<file path="src/rtl/lstm_pkg.sv">
// Shared constants and types for the LSTM cell sequencer.
// Register map, register count and controller state encoding.
package lstm_pkg;

  localparam int NUM_WREGS = 13;

  localparam logic [3:0] ADDR_WI   = 4'd0;
  localparam logic [3:0] ADDR_WF   = 4'd1;
  localparam logic [3:0] ADDR_WK   = 4'd2;
  localparam logic [3:0] ADDR_WO   = 4'd3;
  localparam logic [3:0] ADDR_UI   = 4'd4;
  localparam logic [3:0] ADDR_UF   = 4'd5;
  localparam logic [3:0] ADDR_UK   = 4'd6;
  localparam logic [3:0] ADDR_UO   = 4'd7;
  localparam logic [3:0] ADDR_VO   = 4'd8;
  localparam logic [3:0] ADDR_BI   = 4'd9;
  localparam logic [3:0] ADDR_BF   = 4'd10;
  localparam logic [3:0] ADDR_BK   = 4'd11;
  localparam logic [3:0] ADDR_BO   = 4'd12;
  localparam logic [3:0] ADDR_CTRL = 4'd13;
  localparam logic [3:0] ADDR_RSVD = 4'd14;
  localparam logic [3:0] ADDR_CLR  = 4'd15;

  typedef enum logic [1:0] {
    IDLE = 2'd0,
    RUN  = 2'd1,
    OUT  = 2'd2
  } seq_state_e;

endpackage

</file>
<file path="src/rtl/lstm_wreg_file.sv">
// Weight/bias register file with ctrl bit and clear decode.
// Writes land only while the sequencer is idle.
module lstm_wreg_file
  import lstm_pkg::*;
(
  input  logic         clk,
  input  logic         rst_n,
  input  logic         idle,
  input  logic         cfg_we,
  input  logic [3:0]   cfg_addr,
  input  logic [7:0]   cfg_wdata,
  output logic         cfg_err,
  output logic         clr,
  output logic         cell_cip,
  output logic [103:0] cell_w
);

  logic [NUM_WREGS-1:0][7:0] w_q, w_d;
  logic                      cip_q, cip_d;
  logic                      wr_ok;

  assign wr_ok    = cfg_we & idle;
  assign cfg_err  = cfg_we & ~idle;
  assign clr      = wr_ok & (cfg_addr == ADDR_CLR);
  assign cell_cip = cip_q;
  assign cell_w   = w_q;

  // Decode an accepted write into the weight bytes or the ctrl bit.
  always_comb begin
    w_d   = w_q;
    cip_d = cip_q;
    if (wr_ok) begin
      for (int k = 0; k < NUM_WREGS; k++) begin
        if (cfg_addr == 4'(k)) w_d[k] = cfg_wdata;
      end
      if (cfg_addr == ADDR_CTRL) cip_d = cfg_wdata[0];
    end
  end

  // Register storage.
  always_ff @(posedge clk or negedge rst_n) begin
    if (!rst_n) begin
      w_q   <= '0;
      cip_q <= 1'b0;
    end else begin
      w_q   <= w_d;
      cip_q <= cip_d;
    end
  end

endmodule

</file>
<file path="src/rtl/lstm_seq_ctrl.sv">
// LSTM cell sequencer: feeds one sample per step, holds cell
// inputs for CELL_LAT cycles, captures and recirculates h/c.
module lstm_seq_ctrl
  import lstm_pkg::*;
#(
  parameter int CELL_LAT = 2,
  parameter int CNT_W    = 8
) (
  input  logic             clk,
  input  logic             rst_n,
  input  logic             in_valid,
  output logic             in_ready,
  input  logic [7:0]       in_data,
  input  logic             in_last,
  input  logic             cfg_we,
  input  logic [3:0]       cfg_addr,
  input  logic [7:0]       cfg_wdata,
  output logic             cfg_err,
  output logic             cell_en,
  output logic             cell_cip,
  output logic [7:0]       cell_in,
  output logic [7:0]       cell_ci,
  output logic [7:0]       cell_prevh,
  output logic [103:0]     cell_w,
  input  logic [7:0]       cell_cout,
  input  logic [7:0]       cell_hout,
  input  logic             cell_of,
  output logic             out_valid,
  input  logic             out_ready,
  output logic [7:0]       out_h,
  output logic [7:0]       out_c,
  output logic             out_last,
  output logic             ovf_sticky,
  output logic [CNT_W-1:0] step_cnt
);

  localparam logic [3:0] LAT_INIT = 4'(CELL_LAT - 1);

  seq_state_e       state_q, state_d;
  logic [7:0]       cell_in_q, cell_in_d;
  logic             last_q, last_d;
  logic [3:0]       lat_q, lat_d;
  logic [7:0]       h_q, h_d;
  logic [7:0]       c_q, c_d;
  logic [7:0]       out_h_q, out_h_d;
  logic [7:0]       out_c_q, out_c_d;
  logic             out_last_q, out_last_d;
  logic             ovf_q, ovf_d;
  logic [CNT_W-1:0] step_q, step_d;
  logic             idle;
  logic             clr;

  assign idle       = (state_q == IDLE);
  assign in_ready   = idle;
  assign cell_en    = (state_q == RUN);
  assign out_valid  = (state_q == OUT);
  assign cell_in    = cell_in_q;
  assign cell_ci    = c_q;
  assign cell_prevh = h_q;
  assign out_h      = out_h_q;
  assign out_c      = out_c_q;
  assign out_last   = out_last_q;
  assign ovf_sticky = ovf_q;
  assign step_cnt   = step_q;

  lstm_wreg_file u_wreg (
    .clk       (clk),
    .rst_n     (rst_n),
    .idle      (idle),
    .cfg_we    (cfg_we),
    .cfg_addr  (cfg_addr),
    .cfg_wdata (cfg_wdata),
    .cfg_err   (cfg_err),
    .clr       (clr),
    .cell_cip  (cell_cip),
    .cell_w    (cell_w)
  );

  // Step sequencing: accept, hold for latency, capture, emit.
  always_comb begin
    state_d    = state_q;
    cell_in_d  = cell_in_q;
    last_d     = last_q;
    lat_d      = lat_q;
    h_d        = h_q;
    c_d        = c_q;
    out_h_d    = out_h_q;
    out_c_d    = out_c_q;
    out_last_d = out_last_q;
    ovf_d      = ovf_q;
    step_d     = step_q;
    if (clr) begin
      h_d    = '0;
      c_d    = '0;
      step_d = '0;
      ovf_d  = 1'b0;
    end
    unique case (state_q)
      IDLE: begin
        if (in_valid) begin
          cell_in_d = in_data;
          last_d    = in_last;
          lat_d     = LAT_INIT;
          state_d   = RUN;
        end
      end
      RUN: begin
        if (lat_q == 4'd0) begin
          out_h_d    = cell_hout;
          out_c_d    = cell_cout;
          out_last_d = last_q;
          ovf_d      = ovf_q | cell_of;
          h_d        = cell_hout;
          c_d        = cell_cout;
          step_d     = step_q + 1'b1;
          state_d    = OUT;
        end else begin
          lat_d = lat_q - 4'd1;
        end
      end
      OUT: begin
        if (out_ready) begin
          if (out_last_q) begin
            h_d    = '0;
            c_d    = '0;
            step_d = '0;
          end
          state_d = IDLE;
        end
      end
      default: state_d = IDLE;
    endcase
  end

  // Sequencer state registers.
  always_ff @(posedge clk or negedge rst_n) begin
    if (!rst_n) begin
      state_q    <= IDLE;
      cell_in_q  <= '0;
      last_q     <= 1'b0;
      lat_q      <= '0;
      h_q        <= '0;
      c_q        <= '0;
      out_h_q    <= '0;
      out_c_q    <= '0;
      out_last_q <= 1'b0;
      ovf_q      <= 1'b0;
      step_q     <= '0;
    end else begin
      state_q    <= state_d;
      cell_in_q  <= cell_in_d;
      last_q     <= last_d;
      lat_q      <= lat_d;
      h_q        <= h_d;
      c_q        <= c_d;
      out_h_q    <= out_h_d;
      out_c_q    <= out_c_d;
      out_last_q <= out_last_d;
      ovf_q      <= ovf_d;
      step_q     <= step_d;
    end
  end

endmodule

</file>
<file path="config.mk">
export PLATFORM = sky130hd
export DESIGN_NAME = lstm_seq_ctrl
export DESIGN_NICKNAME = d
export VERILOG_FILES = /design/src/rtl/lstm_pkg.sv /design/src/rtl/lstm_wreg_file.sv /design/src/rtl/lstm_seq_ctrl.sv
export SDC_FILE = /design/constraint.sdc
export NUM_CORES = 1
export LEC_CHECK = 0
export CORE_ASPECT_RATIO = 1.5
export CORE_MARGIN = 5
export CORE_UTILIZATION = 47
export DETAILED_ROUTE_END_ITERATION = 16
export GPL_TIMING_DRIVEN = 0
export PLACE_DENSITY = 0.81
export SETUP_SLACK_MARGIN = 0.5
export SYNTH_ARGS = -nofsm -noshare
export SYNTH_HDL_FRONTEND = slang
export SYNTH_SLANG_ARGS = --single-unit
</file>
<file path="constraint.sdc">
create_clock -name clk -period 2.9 [get_ports clk]
set_clock_uncertainty 0.1 [all_clocks]
set_input_delay 0.435 -clock clk [delete_from_list [all_inputs] [get_ports clk]]
set_output_delay 0.435 -clock clk [all_outputs]
set_load 0.05 [all_outputs]
</file>
==> results by group <==
Run status
  • Status: complete, no violations

Setup path
  • Crit path kind: flop to flop
  • Cell mode on critical path: buf_6
  • Worst setup path endpoint: cell_ci[3]$_DFF_PN0_
  • Crit path cell chain: inv_1 > ha_2 > nand4_1 > or2_1 > buf_2 > and2_1 > buf_6 > buf_6 > a22o_1
  • Data arrival, critical path: 2520 ps
  • Crit path max fanout: 10
  • Cell at the slowest stage of the critical path: dfrtp_1
  • Worst R2R Path Depth: 9
  • R2R Setup Slk: about 570 ps
  • Critical Path RT: slightly above 3000 ps
  • Reg2reg end: cell_ci[3]$_DFF_PN0_
  • Critical Path Source: state_q[0]$_DFFE_PN0P_
  • Worst setup EP type: flop
  • FF-to-FF Start: state_q[0]$_DFFE_PN0P_
  • CP max stage delay: approximately 400 ps
  • Worst setup SP type: flop

Yosys
  • Syn_nets: ~490
  • Synth warnings: 0
  • Cell taking the most area after synthesis: dfrtp_1
  • FFs w/ async S/R, synth: 1.00
  • Distinct cells, synth: 41
  • Synthesized area per cell: around 15 um^2
  • Syn Inst Count: about 440
  • Ys flop type: dfrtp_1
  • Commonest cells post-synth: dfrtp_1 (162), mux2_2 (131), a22o_1 (22)
  • Mapped cell area: ~0.0065 mm^2
  • Seq/Total Area, Yosys: 0.624
  • Post-synth EDFFs: 0
  • Seq cells post-synth: ~160
  • Yosys top cell area share: 0.624
  • Top cells by area, synth: dfrtp_1 (62%), mux2_2 (23%), a22o_1 (3.0%), ha_1 (1.3%), clkbuf_1 (0.87%)
  • Most frequent cell after synthesis: dfrtp_1

Die
  • Die width: between 100 and 150 um
  • Initial Util: 0.480
  • # rows: 52
  • Die Height: about 150 um
  • Core Region: roughly 0.014 mm^2
  • Die Area: 0.0163 mm^2
  • # IOs: 202

Detailed routing
  • WL met1: roughly 6.8 mm
  • DRT iter0 DRCs: around 170
  • Routed wl met3: approximately 1.1 mm
  • DRC: 0
  • Router iterations before antenna repair: 4
  • Met2 WL: about 9.7 mm
  • ANT nets after route: 0
  • Detailed Route WL: ~18 mm
  • DR WL/cell: around 21 um
  • Via density: around 5.4
  • Via count: approximately 4,600
  • Max layer used: met4

Clocking
  • Max Root-Sink Buffers: 2
  • Inserted Clock Buffers: 17
  • # H-tree levels: 4
  • Clock Latency Late Sink: around 410 ps
  • CTS tree: built
  • Hold buffers post-CTS: 0
  • Root buffer cell: clkbuf_16
  • Clock Sinks: 162
  • Clock Pin Slew Worst Setup and Hold Paths: 70 ps

Placement
  • # port buffers: 201
  • Final RePlAce weighted congestion: about 0.80
  • DP HPWL: 13.0 mm

STA
  • Fin. max-slew vios: 0
  • Post-route minimum period: roughly 2300 ps
  • Max-slew headroom: 0.390
  • Max Clk Rate: ~430 MHz
  • RSZ-0062 raised after global routing: false
  • Slew @ Worst Pin: between 900 and 1000 ps
  • Final setup violation count: 0
  • Tcrit/Tclk final: 0.803
  • Hold Violations, Final: 0

Global route
  • First-pass GRT wire length: between 20 and 30 mm
  • Largest net degree at the start of global routing: between 90 and 100
  • Antenna violations before repair: 0
  • Vias in the first global route: 4,926
  • Total gr overflow: 0
  • Tot GR Track Use: 0.221

Finish
  • Diodes inserted: 0
  • Final Core Density: 0.694
  • Layout cells sized above 1: 0.283
  • Area growth, synth to finish: 44.4%
  • Nets: around 700
  • # fillers: 990

Worst hold path
  • HP Class: input port to async pin

Run
  • Number of max-cap violations: 0
## layer usage
| layer | GRT usage | vias up |
|---|---|---|
| met3 | 0.0575 | 33 |
| li1 | - | 2041 |
| met2 | 0.401 | 170 |
| met5 | 0 | - |
| met4 | 0.0790 | 0 |
| met1 | 0.250 | 2319 |
## cells in the final DEF (no fill, tap or decap), types with 5 or more instances in the layout
cell type / instances
nand3_1: 5
clkdlybuf4s50_1: 196
clkbuf_1: 16
ha_1: 6
a21oi_1: 6
nor2_4: 5
nand2b_1: 9
nor2_1: 8
clkbuf_16: 17
dfrtp_1: 162
mux2_2: 131
buf_4: 6
buf_2: 5
nand2_1: 11
inv_1: 7
a22o_1: 22
## what timing repair did
action | CTS | global route
pin swaps | 0 | 3
setup endpoints to repair | 20 | 90
resized for setup | 8 | 8
setup buffers | 0 | 6
## cell families after synthesis
logic type / Yosys count / share of synthesized area
buffers and inverters: 29 / 0.0200
AND/OR/NAND/NOR: 60 / 0.0529
multiplexers: 136 / 0.235
AO/OA/AOI/OAI: 44 / 0.0533
adder cells (fa/ha/maj): 7 / 0.0135
XOR/XNOR: 1 / 0.00135
flip-flops: 162 / 0.624
## sequential cells by signal (all words and copies together), names as in the netlist
signal / cells
ovf_sticky: 1
cell_prevh: 8
step_cnt: 8
u_wreg.cell_w: 104
lat_q: 4
state_q: 2
cell_ci: 8
out_h: 8
out_c: 8
out_last: 1
u_wreg.cell_cip: 1
cell_in: 8
last_q: 1
## worst min-delay path by stage
stage,from,endpoint,depth (start not counted)
after detailed placement,out_h[7]$_DFFE_PN0P_,out_h[7]$_DFFE_PN0P_,1
final,rst_n,cell_in[5]$_DFFE_PN0P_,1
after global placement,out_h[7]$_DFFE_PN0P_,out_h[7]$_DFFE_PN0P_,1
after global routing,rst_n,state_q[0]$_DFFE_PN0P_,1
after CTS,rst_n,state_q[0]$_DFFE_PN0P_,1
after floorplan,rst_n,cell_ci[0]$_DFF_PN0_,0
## metrics by stage
stage	hold WS, ps	TNS, ps	setup slack, ps	area (um^2)	cells
2_1_floorplan	39.4	0	526	6500	439
3_3_place_gp	373	-801830	-4960	8710	802
3_5_place_dp	392	0	343	8740	803
4_1_cts	27.2	0	394	9330	835
6_report	3.63	0	570	9390	841
5_1_grt	60.3	0	469	9390	841
## final cells by class
cell class	count	area, um^2	area share
buffer	22	106	0.0113
clock buffer	20	457	0.0487
clock inverter	12	123	0.0131
inverter	7	26.3	0.00280
multi-input combinational	248	2340	0.249
sequential	162	4050	0.432
tap	162	203	0.0216
timing repair buffer	208	2080	0.221
## critical path, delay by kind of cell (launching register included)
family | cells | cell delay [ps]
AND/OR/NAND/NOR | 3 | 640
buffers and inverters | 4 | 580
flip-flops | 1 | 400
adder cells (fa/ha/maj) | 1 | 250
AO/OA/AOI/OAI | 1 | 230
Power is left out: the tool's default activity adds up to more than one toggle a clock period on the data nets, which glitch-free logic cannot reach.
==> patch 1: new RTL, same settings <==
Reset style: synchronous (`rst_n`), changed in 2 clocked blocks.
--- a/src/rtl/lstm_wreg_file.sv
+++ b/src/rtl/lstm_wreg_file.sv
@@ -38,7 +38,7 @@
   end
 
   // Register storage.
-  always_ff @(posedge clk or negedge rst_n) begin
+  always_ff @(posedge clk) begin
     if (!rst_n) begin
       w_q   <= '0;
       cip_q <= 1'b0;
--- a/src/rtl/lstm_seq_ctrl.sv
+++ b/src/rtl/lstm_seq_ctrl.sv
@@ -133,7 +133,7 @@
   end
 
   // Sequencer state registers.
-  always_ff @(posedge clk or negedge rst_n) begin
+  always_ff @(posedge clk) begin
     if (!rst_n) begin
       state_q    <= IDLE;
       cell_in_q  <= '0;
Function: differs if rst_n is asserted again (counterexample within 4 cycles, from zero or initial values and one cycle with rst_n low); with rst_n held inactive, the same outputs for 4 cycles.
==> patch 1 against the unedited design <==
  * Setup slack gained 0.020 ns
  * Area after synthesis shrank 1.3%
  * Sequential cell count is the same
  * Wire length grew 5.5%
  * Cell area shrank 1.5%
  * Critical path type is now reg -> out
  * Critical endpoint is now step_cnt[4]
  * Largest cell class unchanged
==> patch 1: results (changes against the unedited design) <==
status: finished, final reports clean (unchanged)
most repeated cell in the gate-level netlist after synthesis: dfxtp_1 (was dfrtp_1)
post-synthesis sequential area ratio: 50.6% (was 62.4%)
r2r setup slk: 0.72 ns (was 0.57 ns)
Initial DRT Pass Iterations: 5 (was 4)
Util after Layout: 68.6% (was 69.4%)
first-pass GRT wire length: 30000 um (was 28000 um)
vias per inst: 5.41 (was 5.43)
dpl cell area: 0.00861 mm2 (was 0.00874 mm2)
slowest stage delay, CP: 0.88 ns (was 0.40 ns)
Signal buf overhead: 24.5% (was 23.3%)
fraction of area in multi-input gates: 31.0% (was 24.9%)
Place WS: 0.356 ns (was 0.343 ns)
Tcrit/Tclk final: 79.6% (was 80.3%)
worst setup path endpoint: step_cnt[4] (was cell_ci[3])
CP max stage cell: clkdlybuf4s50_1 (was dfrtp_1)
Nets: 929 (was 716)
ys async rst share: 0% (was 100%)
count of multi-input combinational gates: 438 (was 248)
final hold slack: 0.363 ns (was 0.00363 ns)
clk cell area share: 6.89% (was 6.17%)
RR Endpoint: u_wreg.cell_w[54] (was cell_ci[3])
syn avg cell area: 9.70 um2 (was 14.8 um2)
synth top area cells: dfxtp_1 51%, mux2i_1 10%, nor2b_1 6.3% (was dfrtp_1 62%, mux2_2 23%, a22o_1 3.0%)
reg2reg start: state_q[1] (was state_q[0])
placed cells: 1022 (was 803)
Top Family by Delay on Critical Path: buffers and inverters (was simple AND/OR/NAND/NOR gates)
Post-CTS Resized: 5 (was 8)
worst reg-to-reg path cell count: 8 (was 9)
DR iter-0 viols: 253 (was 166)
pin count of the biggest net entering global routing: 17 (was 92)
IO Port Bufs: 199 (was 201)
number of global-route vias before repair: 5882 (was 4926)
hold crit path type: in -> reg (was in -> async)
patch 1: routing by layer:
metal	track usage [%]	part of all wire (%)	vias to the layer above
li1	-	-	2700
met1	24.0	38	2704
met2	41.5	51	229
met3	6.88	6.8	64
met4	11.6	4.1	0
met5	0	0	-
patch 1: cell families (layout without fill, tap and decap cells):
kind of cell | Yosys count | count (layout) | synth area share (%)
AND/OR/NAND/NOR | 247 | 247 | 20.6
flip-flops | 162 | 162 | 50.6
buffers and inverters | 61 | 292 | 4.72
AO/OA/AOI/OAI | 115 | 115 | 12.0
XOR/XNOR | 3 | 3 | 0.410
adder cells (fa/ha/maj) | 7 | 7 | 1.37
multiplexers | 66 | 66 | 10.3
patch 1: worst register-to-register path, stage by stage, from the launching register on:
cell,delay (ns)
dfxtp_1,0.33
inv_1,0.10
ha_1,0.21
buf_2,0.22
and4b_1,0.29
nand3b_1,0.27
clkbuf_1,0.30
nand3_1,0.14
o21ai_0,0.09
==> patch 2: new RTL, same flow settings <==
Without the edit above. Put a register stage on the output `cfg_err`, with the module's reset. The value now appears one clock later. The other outputs are not delayed to match.
--- a/src/rtl/lstm_seq_ctrl.sv
+++ b/src/rtl/lstm_seq_ctrl.sv
@@ -36,6 +36,8 @@
 
   localparam logic [3:0] LAT_INIT = 4'(CELL_LAT - 1);
 
+  logic cfg_err_d;
+
   seq_state_e       state_q, state_d;
   logic [7:0]       cell_in_q, cell_in_d;
   logic             last_q, last_d;
@@ -70,7 +72,7 @@
     .cfg_we    (cfg_we),
     .cfg_addr  (cfg_addr),
     .cfg_wdata (cfg_wdata),
-    .cfg_err   (cfg_err),
+    .cfg_err   (cfg_err_d),
     .clr       (clr),
     .cell_cip  (cell_cip),
     .cell_w    (cell_w)
@@ -161,5 +163,13 @@
     end
   end
 
+  always_ff @(posedge clk or negedge rst_n) begin
+    if (!rst_n) begin
+      cfg_err <= '0;
+    end else begin
+      cfg_err <= cfg_err_d;
+    end
+  end
+
 endmodule
 
Behaviour: not the same (a bounded check fails within 4 cycles, from zero or initial values and one cycle with rst_n low).
==> patch 2 against the unedited design <==
  * Wire length is 3.2% lower
  * Setup slack better by 0.063 ns
  * Fmax is 2.8% higher
  * Cell area is 0.55% higher
  * Area after synthesis is 0.38% higher
  * Cell count is 0.24% higher
  * Sequential cell count is 1 higher
  * Critical path depth is 2 lower
  * Critical path type unchanged
  * Highest routed layer unchanged
Power is left out: the tool's default activity adds up to more than one toggle a clock period on the data nets, which glitch-free logic cannot reach.
==> patch 2: results (changes against the unedited design) <==
Total GRT Usage: 21.4% (was 22.1%)
max reg flops: 104 (unchanged)
ANT cells: 0 (unchanged)
top cells by count, synth: 163 x dfrtp_1, 131 x mux2_2, 22 x a22o_1, 15 x clkbuf_1, 11 x nand2_1 (was 162 x dfrtp_1, 131 x mux2_2, 22 x a22o_1, 15 x clkbuf_1, 11 x nand2_1)
Netlist cell types: 41 (unchanged)
Nets: 718 (was 716)
Root Driver: clkbuf_16 (unchanged)
first-pass GRT wire length: 27400 um (was 28000 um)
hold crit path type: reg -> reg (was in -> async)
syn avg cell area: 14.8 um2 (about the same)
Clock Tree Buf Depth: 2 (unchanged)
worst setup path endpoint: u_wreg.cell_w[79] (was cell_ci[3])
Total Wirelength: 17300 um (was 17900 um)
placed cells: 804 (was 803)
IO Port Bufs: 201 (unchanged)
pin count of the biggest net entering global routing: 94 (was 92)
layout cells sized above 1: 28.3% (about the same)
reg2reg start: state_q[0] (unchanged)
status: finished, final reports clean (unchanged)
TritonCTS buffer count: 17 (unchanged)
Syn Nets: 490 (was 489)
post-synthesis sequential area ratio: 62.5% (was 62.4%)
detailed placement HPWL: 12700 um (was 13000 um)
DR iter-0 viols: 83 (was 166)
CP Data Arrival Time: 2.46 ns (was 2.52 ns)
worst skew pair latency: 0.41 ns (about the same)
antenna violations before repair: 0 (unchanged)
MaxCap Viol Count: 0 (unchanged)
number of global-route vias before repair: 5006 (was 4926)
clk slew on worst S/H paths: 0.07 ns (about the same)
minimum clock period after layout: 2.27 ns (was 2.33 ns)
dpl cell area: 0.00877 mm2 (was 0.00874 mm2)
worst reg-to-reg path cell count: 7 (was 9)
Place WS: 0.303 ns (was 0.343 ns)
Placer Congestion: 0.783 (was 0.802)
crit-path max FO: 10 (unchanged)
number of fill cells: 932 (was 990)
Non-Filler Instances: 843 (was 841)
vias: 4491 (was 4563)
area of the multi-input gates: 0.00234 mm2 (unchanged)
CTS H-tree depth: 4 (unchanged)
Slew Limit Headroom: 38.8% (was 39.0%)
synth top area cells: dfrtp_1 63%, mux2_2 23%, a22o_1 3.0% (was dfrtp_1 62%, mux2_2 23%, a22o_1 3.0%)
-- patch 2: worst max-delay path, stage by stage, from the launching register on --
cell and delay (ns):
dfrtp_1 0.39, inv_1 0.11, ha_2 0.25, clkbuf_4 0.23, nand4b_1 0.21, buf_4 0.21, nor2_4 0.27, mux2_2 0.37
-- patch 2: area by class of cell --
cell class | instances | share of cell area [%]
Buffer | 22 | 1.17
Clock buffer | 19 | 4.69
Clock inverter | 13 | 1.48
Inverter | 7 | 0.318
Multi-Input combinational cell | 248 | 24.8
Sequential cell | 163 | 43.2
Tap cell | 162 | 2.15
Timing Repair Buffer | 209 | 22.2
-- patch 2: timing repair --
item                                    CTS  global route
resized for setup                         5             9
setup buffers                             0             6
hold buffers                              1             0
endpoints found under the setup margin   19            70
pin swaps                                 0             3
hold endpoints to repair                 70             0
-- patch 2: cell families (layout without fill, tap and decap cells) --
logic type	count (synthesis)	after routing	synth area share [%]
DFF	163	163	62.5
and+or+nand+nor	60	60	5.27
adders and majority gates	7	7	1.34
AOI/OAI and AO/OA	44	44	5.31
muxes	136	136	23.4
xor gates and xnor gates	1	1	0.134
buffers and inverters	29	270	1.99
-- patch 2: routing by layer --
layer,GRT usage [%],share of wire [%],vias up
li1,-,-,2037
met1,23.2,36,2277
met2,39.4,55,160
met3,7.21,7.6,17
met4,6.23,1.5,0
met5,0,0,-
-- patch 2: worst min-delay path by stage --
stage | startpoint | endpoint | slack, ns
after floorplan | rst_n | cell_ci[0] | 0.04
after global placement | out_h[7] | out_h[7] | 0.37
after detailed placement | rst_n | out_last | 0.39
after CTS | out_h[7] | out_h[7] | 0.40
after global routing | out_h[7] | out_h[7] | 0.42
final | out_h[7] | out_h[7] | 0.40
